--- src/rtl/mem_arbiter_pkg.sv ---
// mem_arb_types: shared types and widths for the memory arbiter and the caches
// that sit on either side of it.
package mem_arb_types;

    // Cacheline and byte-address widths shared with the cache packages.
    localparam int ARB_LINE_WIDTH = 256;
    localparam int ARB_ADDR_WIDTH = 32;

    // Arbiter controller states.
    typedef enum logic [1:0] {
        ARB_IDLE    = 2'd0,
        ARB_SERVE_I = 2'd1,
        ARB_SERVE_D = 2'd2,
        ARB_RELEASE = 2'd3
    } arb_state_t;

    // Which requester owns (or is about to own) the memory port.
    typedef enum logic {
        ARB_SRC_I = 1'b0,
        ARB_SRC_D = 1'b1
    } arb_src_t;

endpackage

--- src/rtl/mem_arbiter_if.sv ---
// mem_arbiter_if: bundles the I-cache, D-cache and physical-memory signals
// around the arbiter. Modport "slave" is the arbiter's view; "master" is the
// view of the surrounding caches and memory.
//
// Handshake: x_read / x_write are levels raised by a requester and held until
// its x_resp, which is a single-cycle pulse; x_rdata is valid only in that
// pulse cycle and 0 otherwise. On the memory side pmem_read / pmem_write and
// pmem_addr / pmem_wdata are held constant until memory answers with a
// single-cycle pmem_resp (pmem_rdata is sampled in that cycle).
interface mem_arbiter_if
    import mem_arb_types::*;
#(
    parameter int LINE_WIDTH = ARB_LINE_WIDTH,
    parameter int ADDR_WIDTH = ARB_ADDR_WIDTH
);
    // I-cache side
    logic                  i_read;
    logic [ADDR_WIDTH-1:0] i_addr;
    logic [LINE_WIDTH-1:0] i_rdata;
    logic                  i_resp;
    // D-cache side
    logic                  d_read;
    logic                  d_write;
    logic [ADDR_WIDTH-1:0] d_addr;
    logic [LINE_WIDTH-1:0] d_wdata;
    logic [LINE_WIDTH-1:0] d_rdata;
    logic                  d_resp;
    // Physical memory side
    logic                  pmem_read;
    logic                  pmem_write;
    logic [ADDR_WIDTH-1:0] pmem_addr;
    logic [LINE_WIDTH-1:0] pmem_wdata;
    logic [LINE_WIDTH-1:0] pmem_rdata;
    logic                  pmem_resp;

    modport slave (
        input  i_read, i_addr,
        output i_rdata, i_resp,
        input  d_read, d_write, d_addr, d_wdata,
        output d_rdata, d_resp,
        output pmem_read, pmem_write, pmem_addr, pmem_wdata,
        input  pmem_rdata, pmem_resp
    );

    modport master (
        output i_read, i_addr,
        input  i_rdata, i_resp,
        output d_read, d_write, d_addr, d_wdata,
        input  d_rdata, d_resp,
        input  pmem_read, pmem_write, pmem_addr, pmem_wdata,
        output pmem_rdata, pmem_resp
    );

endinterface

--- src/rtl/mem_arbiter_pick.sv ---
// mem_arb_pick: combinational grant selection between the I and D requesters.
// Build option MEM_ARB_RR_EN: when defined, contention goes to the requester
// that did not win last time; otherwise D always beats I.
module mem_arb_pick
    import mem_arb_types::*;
(
    input  logic     i_req,
    input  logic     d_req,
    input  arb_src_t last_grant,
    output arb_src_t o_src,
    output logic     o_valid
);

    // Pick a winner whenever at least one side is requesting.
    always_comb begin
        o_valid = i_req | d_req;
        o_src   = ARB_SRC_I;
`ifdef MEM_ARB_RR_EN
        if (i_req && d_req) begin
            o_src = (last_grant == ARB_SRC_I) ? ARB_SRC_D : ARB_SRC_I;
        end else if (d_req) begin
            o_src = ARB_SRC_D;
        end
`else
        if (d_req) begin
            o_src = ARB_SRC_D;
        end
`endif
    end

`ifndef MEM_ARB_RR_EN
    // Fixed priority has no use for the previous winner.
    logic w_unused_last_grant;
    assign w_unused_last_grant = last_grant;
`endif

endmodule

--- src/rtl/mem_arbiter.sv ---
// mem_arbiter: shares the single cacheline-wide memory port between the
// I-cache and the D-cache. One transaction at a time: the winner is latched in
// IDLE, the memory strobes are held from the latched copy until pmem_resp, the
// response goes to the winner only, and one RELEASE dead cycle follows.
// Build option MEM_ARB_RR_EN selects round-robin instead of fixed D-over-I.
module mem_arbiter
    import mem_arb_types::*;
#(
    parameter int LINE_WIDTH = ARB_LINE_WIDTH,
    parameter int ADDR_WIDTH = ARB_ADDR_WIDTH
) (
    input  logic         clk,
    input  logic         rst,
    mem_arbiter_if.slave bus,
    output arb_state_t   o_state
);

    arb_state_t            r_state;
    arb_state_t            w_state_next;
    logic                  w_latch;
    logic [ADDR_WIDTH-1:0] r_addr;
    logic [LINE_WIDTH-1:0] r_wdata;
    logic                  r_op_write;
    arb_src_t              w_grant_src;
    logic                  w_grant_valid;
    arb_src_t              w_last_grant;
    logic                  w_d_req;

    // A writeback and a fill share one D request; read+write together is
    // treated as a writeback.
    assign w_d_req = bus.d_read | bus.d_write;

    mem_arb_pick u_pick (
        .i_req      (bus.i_read),
        .d_req      (w_d_req),
        .last_grant (w_last_grant),
        .o_src      (w_grant_src),
        .o_valid    (w_grant_valid)
    );

`ifdef MEM_ARB_RR_EN
    arb_src_t r_last_grant;

    // Remember the most recent winner so contention flips to the other side.
    always_ff @(posedge clk) begin
        if (rst) begin
            r_last_grant <= ARB_SRC_I;
        end else if (w_latch) begin
            r_last_grant <= w_grant_src;
        end
    end

    assign w_last_grant = r_last_grant;
`else
    assign w_last_grant = ARB_SRC_I;
`endif

    // Controller state register.
    always_ff @(posedge clk) begin
        if (rst) begin
            r_state <= ARB_IDLE;
        end else begin
            r_state <= w_state_next;
        end
    end

    // Next state: grant in IDLE, wait for memory in SERVE, one dead cycle after.
    always_comb begin
        w_state_next = r_state;
        w_latch      = 1'b0;
        case (r_state)
            ARB_IDLE: begin
                if (w_grant_valid) begin
                    w_latch      = 1'b1;
                    w_state_next = (w_grant_src == ARB_SRC_D) ? ARB_SERVE_D : ARB_SERVE_I;
                end
            end
            ARB_SERVE_I,
            ARB_SERVE_D: begin
                if (bus.pmem_resp) begin
                    w_state_next = ARB_RELEASE;
                end
            end
            ARB_RELEASE: begin
                w_state_next = ARB_IDLE;
            end
            default: begin
                w_state_next = ARB_IDLE;
            end
        endcase
    end

    // Capture the winner's request at grant; nothing the requester does while
    // being served reaches the memory port.
    always_ff @(posedge clk) begin
        if (rst) begin
            r_addr     <= '0;
            r_wdata    <= '0;
            r_op_write <= 1'b0;
        end else if (w_latch) begin
            if (w_grant_src == ARB_SRC_D) begin
                r_addr     <= bus.d_addr;
                r_wdata    <= bus.d_wdata;
                r_op_write <= bus.d_write;
            end else begin
                r_addr     <= bus.i_addr;
                r_wdata    <= '0;
                r_op_write <= 1'b0;
            end
        end
    end

    // Memory strobes from the latched op; response routed to the owner only.
    always_comb begin
        bus.pmem_read  = 1'b0;
        bus.pmem_write = 1'b0;
        bus.pmem_addr  = r_addr;
        bus.pmem_wdata = r_wdata;
        bus.i_resp     = 1'b0;
        bus.i_rdata    = '0;
        bus.d_resp     = 1'b0;
        bus.d_rdata    = '0;
        case (r_state)
            ARB_SERVE_I: begin
                bus.pmem_read = 1'b1;
                if (bus.pmem_resp) begin
                    bus.i_resp  = 1'b1;
                    bus.i_rdata = bus.pmem_rdata;
                end
            end
            ARB_SERVE_D: begin
                bus.pmem_read  = ~r_op_write;
                bus.pmem_write = r_op_write;
                if (bus.pmem_resp) begin
                    bus.d_resp  = 1'b1;
                    bus.d_rdata = bus.pmem_rdata;
                end
            end
            default: begin
            end
        endcase
    end

    assign o_state = r_state;

`ifndef SYNTHESIS
    // A D-cache raising read and write together is a protocol violation; it is
    // served as a writeback but flagged here.
    a_d_read_write_both: assert property (
        @(posedge clk) disable iff (rst) !(bus.d_read && bus.d_write)
    ) else $warning("mem_arbiter: d_read and d_write both high, serving as writeback");
`endif

endmodule

--- src/flat_wrapper.sv ---
// flat-port wrapper written by rule: the top's interface ports become plain ports
module mem_arbiter_flat import mem_arb_types::*;
#(
    parameter int LINE_WIDTH = ARB_LINE_WIDTH,
    parameter int ADDR_WIDTH = ARB_ADDR_WIDTH
)
  (clk, rst, o_state, bus_i_read, bus_i_addr, bus_i_rdata, bus_i_resp, bus_d_read, bus_d_write, bus_d_addr, bus_d_wdata, bus_d_rdata, bus_d_resp, bus_pmem_read, bus_pmem_write, bus_pmem_addr, bus_pmem_wdata, bus_pmem_rdata, bus_pmem_resp);
  mem_arbiter_if #(.LINE_WIDTH(LINE_WIDTH), .ADDR_WIDTH(ADDR_WIDTH)) bus_i ();
  input  logic clk;
  input  logic rst;
  output arb_state_t o_state;
  input wire logic [$bits(bus_i.i_read)-1:0] bus_i_read;
  input wire logic [$bits(bus_i.i_addr)-1:0] bus_i_addr;
  output wire logic [$bits(bus_i.i_rdata)-1:0] bus_i_rdata;
  output wire logic [$bits(bus_i.i_resp)-1:0] bus_i_resp;
  input wire logic [$bits(bus_i.d_read)-1:0] bus_d_read;
  input wire logic [$bits(bus_i.d_write)-1:0] bus_d_write;
  input wire logic [$bits(bus_i.d_addr)-1:0] bus_d_addr;
  input wire logic [$bits(bus_i.d_wdata)-1:0] bus_d_wdata;
  output wire logic [$bits(bus_i.d_rdata)-1:0] bus_d_rdata;
  output wire logic [$bits(bus_i.d_resp)-1:0] bus_d_resp;
  output wire logic [$bits(bus_i.pmem_read)-1:0] bus_pmem_read;
  output wire logic [$bits(bus_i.pmem_write)-1:0] bus_pmem_write;
  output wire logic [$bits(bus_i.pmem_addr)-1:0] bus_pmem_addr;
  output wire logic [$bits(bus_i.pmem_wdata)-1:0] bus_pmem_wdata;
  input wire logic [$bits(bus_i.pmem_rdata)-1:0] bus_pmem_rdata;
  input wire logic [$bits(bus_i.pmem_resp)-1:0] bus_pmem_resp;
  assign bus_i.i_read = bus_i_read;
  assign bus_i.i_addr = bus_i_addr;
  assign bus_i_rdata = bus_i.i_rdata;
  assign bus_i_resp = bus_i.i_resp;
  assign bus_i.d_read = bus_d_read;
  assign bus_i.d_write = bus_d_write;
  assign bus_i.d_addr = bus_d_addr;
  assign bus_i.d_wdata = bus_d_wdata;
  assign bus_d_rdata = bus_i.d_rdata;
  assign bus_d_resp = bus_i.d_resp;
  assign bus_pmem_read = bus_i.pmem_read;
  assign bus_pmem_write = bus_i.pmem_write;
  assign bus_pmem_addr = bus_i.pmem_addr;
  assign bus_pmem_wdata = bus_i.pmem_wdata;
  assign bus_i.pmem_rdata = bus_pmem_rdata;
  assign bus_i.pmem_resp = bus_pmem_resp;
  mem_arbiter #(.LINE_WIDTH(LINE_WIDTH), .ADDR_WIDTH(ADDR_WIDTH)) u_core (.clk(clk), .rst(rst), .bus(bus_i), .o_state(o_state));
endmodule
--- config.mk ---
export PLATFORM = sky130hd
export DESIGN_NAME = mem_arbiter_flat
export DESIGN_NICKNAME = d
export VERILOG_FILES = /design/src/rtl/mem_arbiter_pkg.sv /design/src/rtl/mem_arbiter_if.sv /design/src/rtl/mem_arbiter_pick.sv /design/src/rtl/mem_arbiter.sv /design/src/flat_wrapper.sv
export SDC_FILE = /design/constraint.sdc
export NUM_CORES = 1
export LEC_CHECK = 0
export ABC_AREA = 1
export CORE_AREA = 5 5 540 542
export DETAILED_ROUTE_END_ITERATION = 10
export DIE_AREA = 0 0 545 547
export PLACE_DENSITY = 0.35
export SLEW_MARGIN = 20
export SYNTH_ARGS = -nofsm -noshare
export SYNTH_HDL_FRONTEND = slang
export SYNTH_SLANG_ARGS = --single-unit
--- constraint.sdc ---
create_clock -name clk -period 2.1 [get_ports clk]
set_clock_uncertainty 0.05 [all_clocks]
set_input_delay 0.42 -clock clk [delete_from_list [all_inputs] [get_ports clk]]
set_output_delay 0.42 -clock clk [all_outputs]
set_load 0.005 [all_outputs]
==> results.cfg <==
[clocking]
cts.hold.buffers_added = 0
cts_buffers = 39
clk-insertion-delay-late_ns = 0.61
clock_tree.htree_level_count = 2
cts.reportedPaths.clkPinSlew_ns = 0.07
cts-root-buf = clkbuf_16
cts.sink_count = 291
tritoncts = done
maximum_root_to_sink_buffer_count = 3

[final_layout]
post-route-util = 0.152
post_route_cells_drive_above_1_share = 0.385
area_delta_synth_final_pct = 219
final_nets = 4553
mostFrequentLayoutCell = nand2_1
layout_common_cells = nand2_1 (680), clkdlybuf4s50_1 (674), nor2_4 (397), a21oi_1 (288), dfxtp_1 (286)

[routing]
ant_nets = 0
drt_first_iter_violations = 1163
drc_errors = 0
average_detailed_routed_wire_length_per_instance_um = 31.9
detail_route.wirelength_um = 249000
avgViaCountPerCell = 2.91
detail_route.first_pass.iterations = 5
vias = 22700

[timing]
timing_hold_violations_final = 0
post-route-period-util = 1.34
report.final.slew_viol_count = 0
setup_ws_ns = -0.707
whs_ns = 0.123
rsz0062_at_grt = yes
slew_headroom = 0.530
finalWorstPathRequiredPeriod_ns = 2.81
setup-tns-final_ns = -274.57
worst_slew_pin_slew_ns = 0.705
max_freq_mhz = 356
setup-violations-final = 516

[worst_setup_path]
timing.critical_path.mode_cell = buf_12
critPathCaptureType = output pin
crit_chain = inv_4 -> ha_4 -> nand2_8 -> buf_12 -> clkbuf_16 -> buf_12 -> buf_16 -> buf_12 -> nor2_4 -> buf_6
critical_path.max_stage_delay_ns = 0.37
worst_path_max_delay_cell = dfxtp_4
worst-path-max-fanout = 5
worst-endpoint-arrival_ns = 2.34
criticalPathCategory = reg2out
crit_required_ns = 1.63
worst_setup_start_kind = register

[synth]
mappedNetlistArea_sq_mm = 0.0136
synth.top_cell.area_share = 0.427
total_nets_after_synthesis = 2803
postSynthCellCount = 2218
yosys.cell_types.count = 18
synthesis.area_per_instance_sq_um = 6.15
synth.ff_latch_count = 291
synth_seq_area_share = 0.427
yosys_warnings = 0
synthTopCellsByArea = dfxtp_1 (43%), nand2_1 (19%), nor2_1 (14%)
synth_top_cell_by_area = dfxtp_1

[global_route]
wire_length_of_the_first_global_routing_pass_um = 293000
antenna_violations_before_repair = 173
globalRouteOverflowTotal = 0
first_global_vias = 22500
pin_count_of_the_biggest_net_entering_global_routing = 71
groute.usage.overall = 0.156

[run_status]
failed_checks = negative setup slack
outcome = finished, violations left

[hold_path]
min_delay_worst_type = in2reg

[run]
max_cap_violations = 0

[floorplan]
die-width_um = 545
ios = 1388
fp-row-count = 197
initial_core_utilization = 0.0476
die_area_sq_mm = 0.298
die_y_um = 547
core_area_sq_mm = 0.286

[power]
p_total_uw = 41500
p_leak_uw = 0.0204
cellPowerDensity_mw_per_mm2 = 952
power.ir.vdd_worst_mv = 0.863

[place]
port-buffer-count = 1387
hpwlAfterDp_um = 219000
gp_weighted_congestion = 0.895
metrics by stage:
| step | area, sq um | cells | setup WS, ns |
|---|---|---|---|
| after global routing | 43500 | 7789 | -0.802 |
| after floorplan | 13600 | 2218 | 0.224 |
| final | 43600 | 7797 | -0.707 |
| after detailed placement | 36200 | 7555 | -0.852 |
| after global placement | 36200 | 7555 | -0.820 |
| after CTS | 39800 | 7717 | -0.878 |
flip-flops by register name, indices dropped and copies added, names as in the netlist:
signal	flops
u_core.bus.pmem_wdata	256
u_core.bus.pmem_addr	32
u_core.o_state	2
u_core.r_op_write	1
power breakdown:
part           total, uW  switching [uW]  leakage (uW)  internal (uW)
Combinational      26700           14400        0.0173          12300
Clock               7190            3030      0.000630           4170
Sequential          7600             745       0.00240           6850
final timing paths:
check | startpoint | end | slack [ns] | depth (start not counted)
max | u_core.o_state[1]$_SDFFE_PP0P_ | bus_i_rdata[19] | -0.71 | 10
min | rst | u_core.bus.pmem_wdata[88]$_SDFFE_PP0P_ | 0.12 | 2
max reg2reg | u_core.o_state[1]$_SDFFE_PP0P_ | u_core.bus.pmem_wdata[138]$_SDFFE_PP0P_ | 0.22 | 10
min reg2reg | u_core.bus.pmem_wdata[202]$_SDFFE_PP0P_ | u_core.bus.pmem_wdata[202]$_SDFFE_PP0P_ | 0.41 | 2
metal layers:
layer / GRT usage / vias to the layer above / part of all wire
met5: 0 / - / 0.00046
met4: 0.0255 / 16 / 0.024
met3: 0.0855 / 391 / 0.15
met2: 0.244 / 1366 / 0.43
met1: 0.191 / 10800 / 0.39
li1: - / 10200 / -
cell usage after synthesis, drive strengths merged:
master / count
nand2: 684
nor2: 521
dfxtp: 291
a21oi: 290
inv: 268
clkbuf: 98
buf: 58
ha: 3
o21ai: 3
nand3: 1
or2: 1
cell families after synthesis:
family          count (synthesis)  share of synthesized area
compound gates                293                      0.107
fa+ha+maj                       3                    0.00275
buf+inv                       424                      0.129
flops                         291                      0.427
simple gates                 1207                      0.333
critical path, delay by kind of cell (launching register included):
kind | cells | cell delay, ns
buf+inv | 7 | 0.98
flops | 1 | 0.37
fa+ha+maj | 1 | 0.19
simple gates | 2 | 0.16
timing repair:
action                      CTS  global route
setup endpoints to repair   714           809
pin swaps                    17            56
gates resized for setup    1130          1370
setup buffers                76            93
cloned                       36            16
final cells by class:
type	instances	area, sq um
Multi-Input combinational cell	1505	9350
Inverter	268	1020
Fill cell	32600	243000
Sequential cell	291	5840
Tap cell	3781	4730
Clock buffer	53	1130
Clock inverter	16	191
Timing Repair Buffer	1863	21300
Antenna cell	20	50.0
Note: power is estimated with default switching activity, not from simulation.
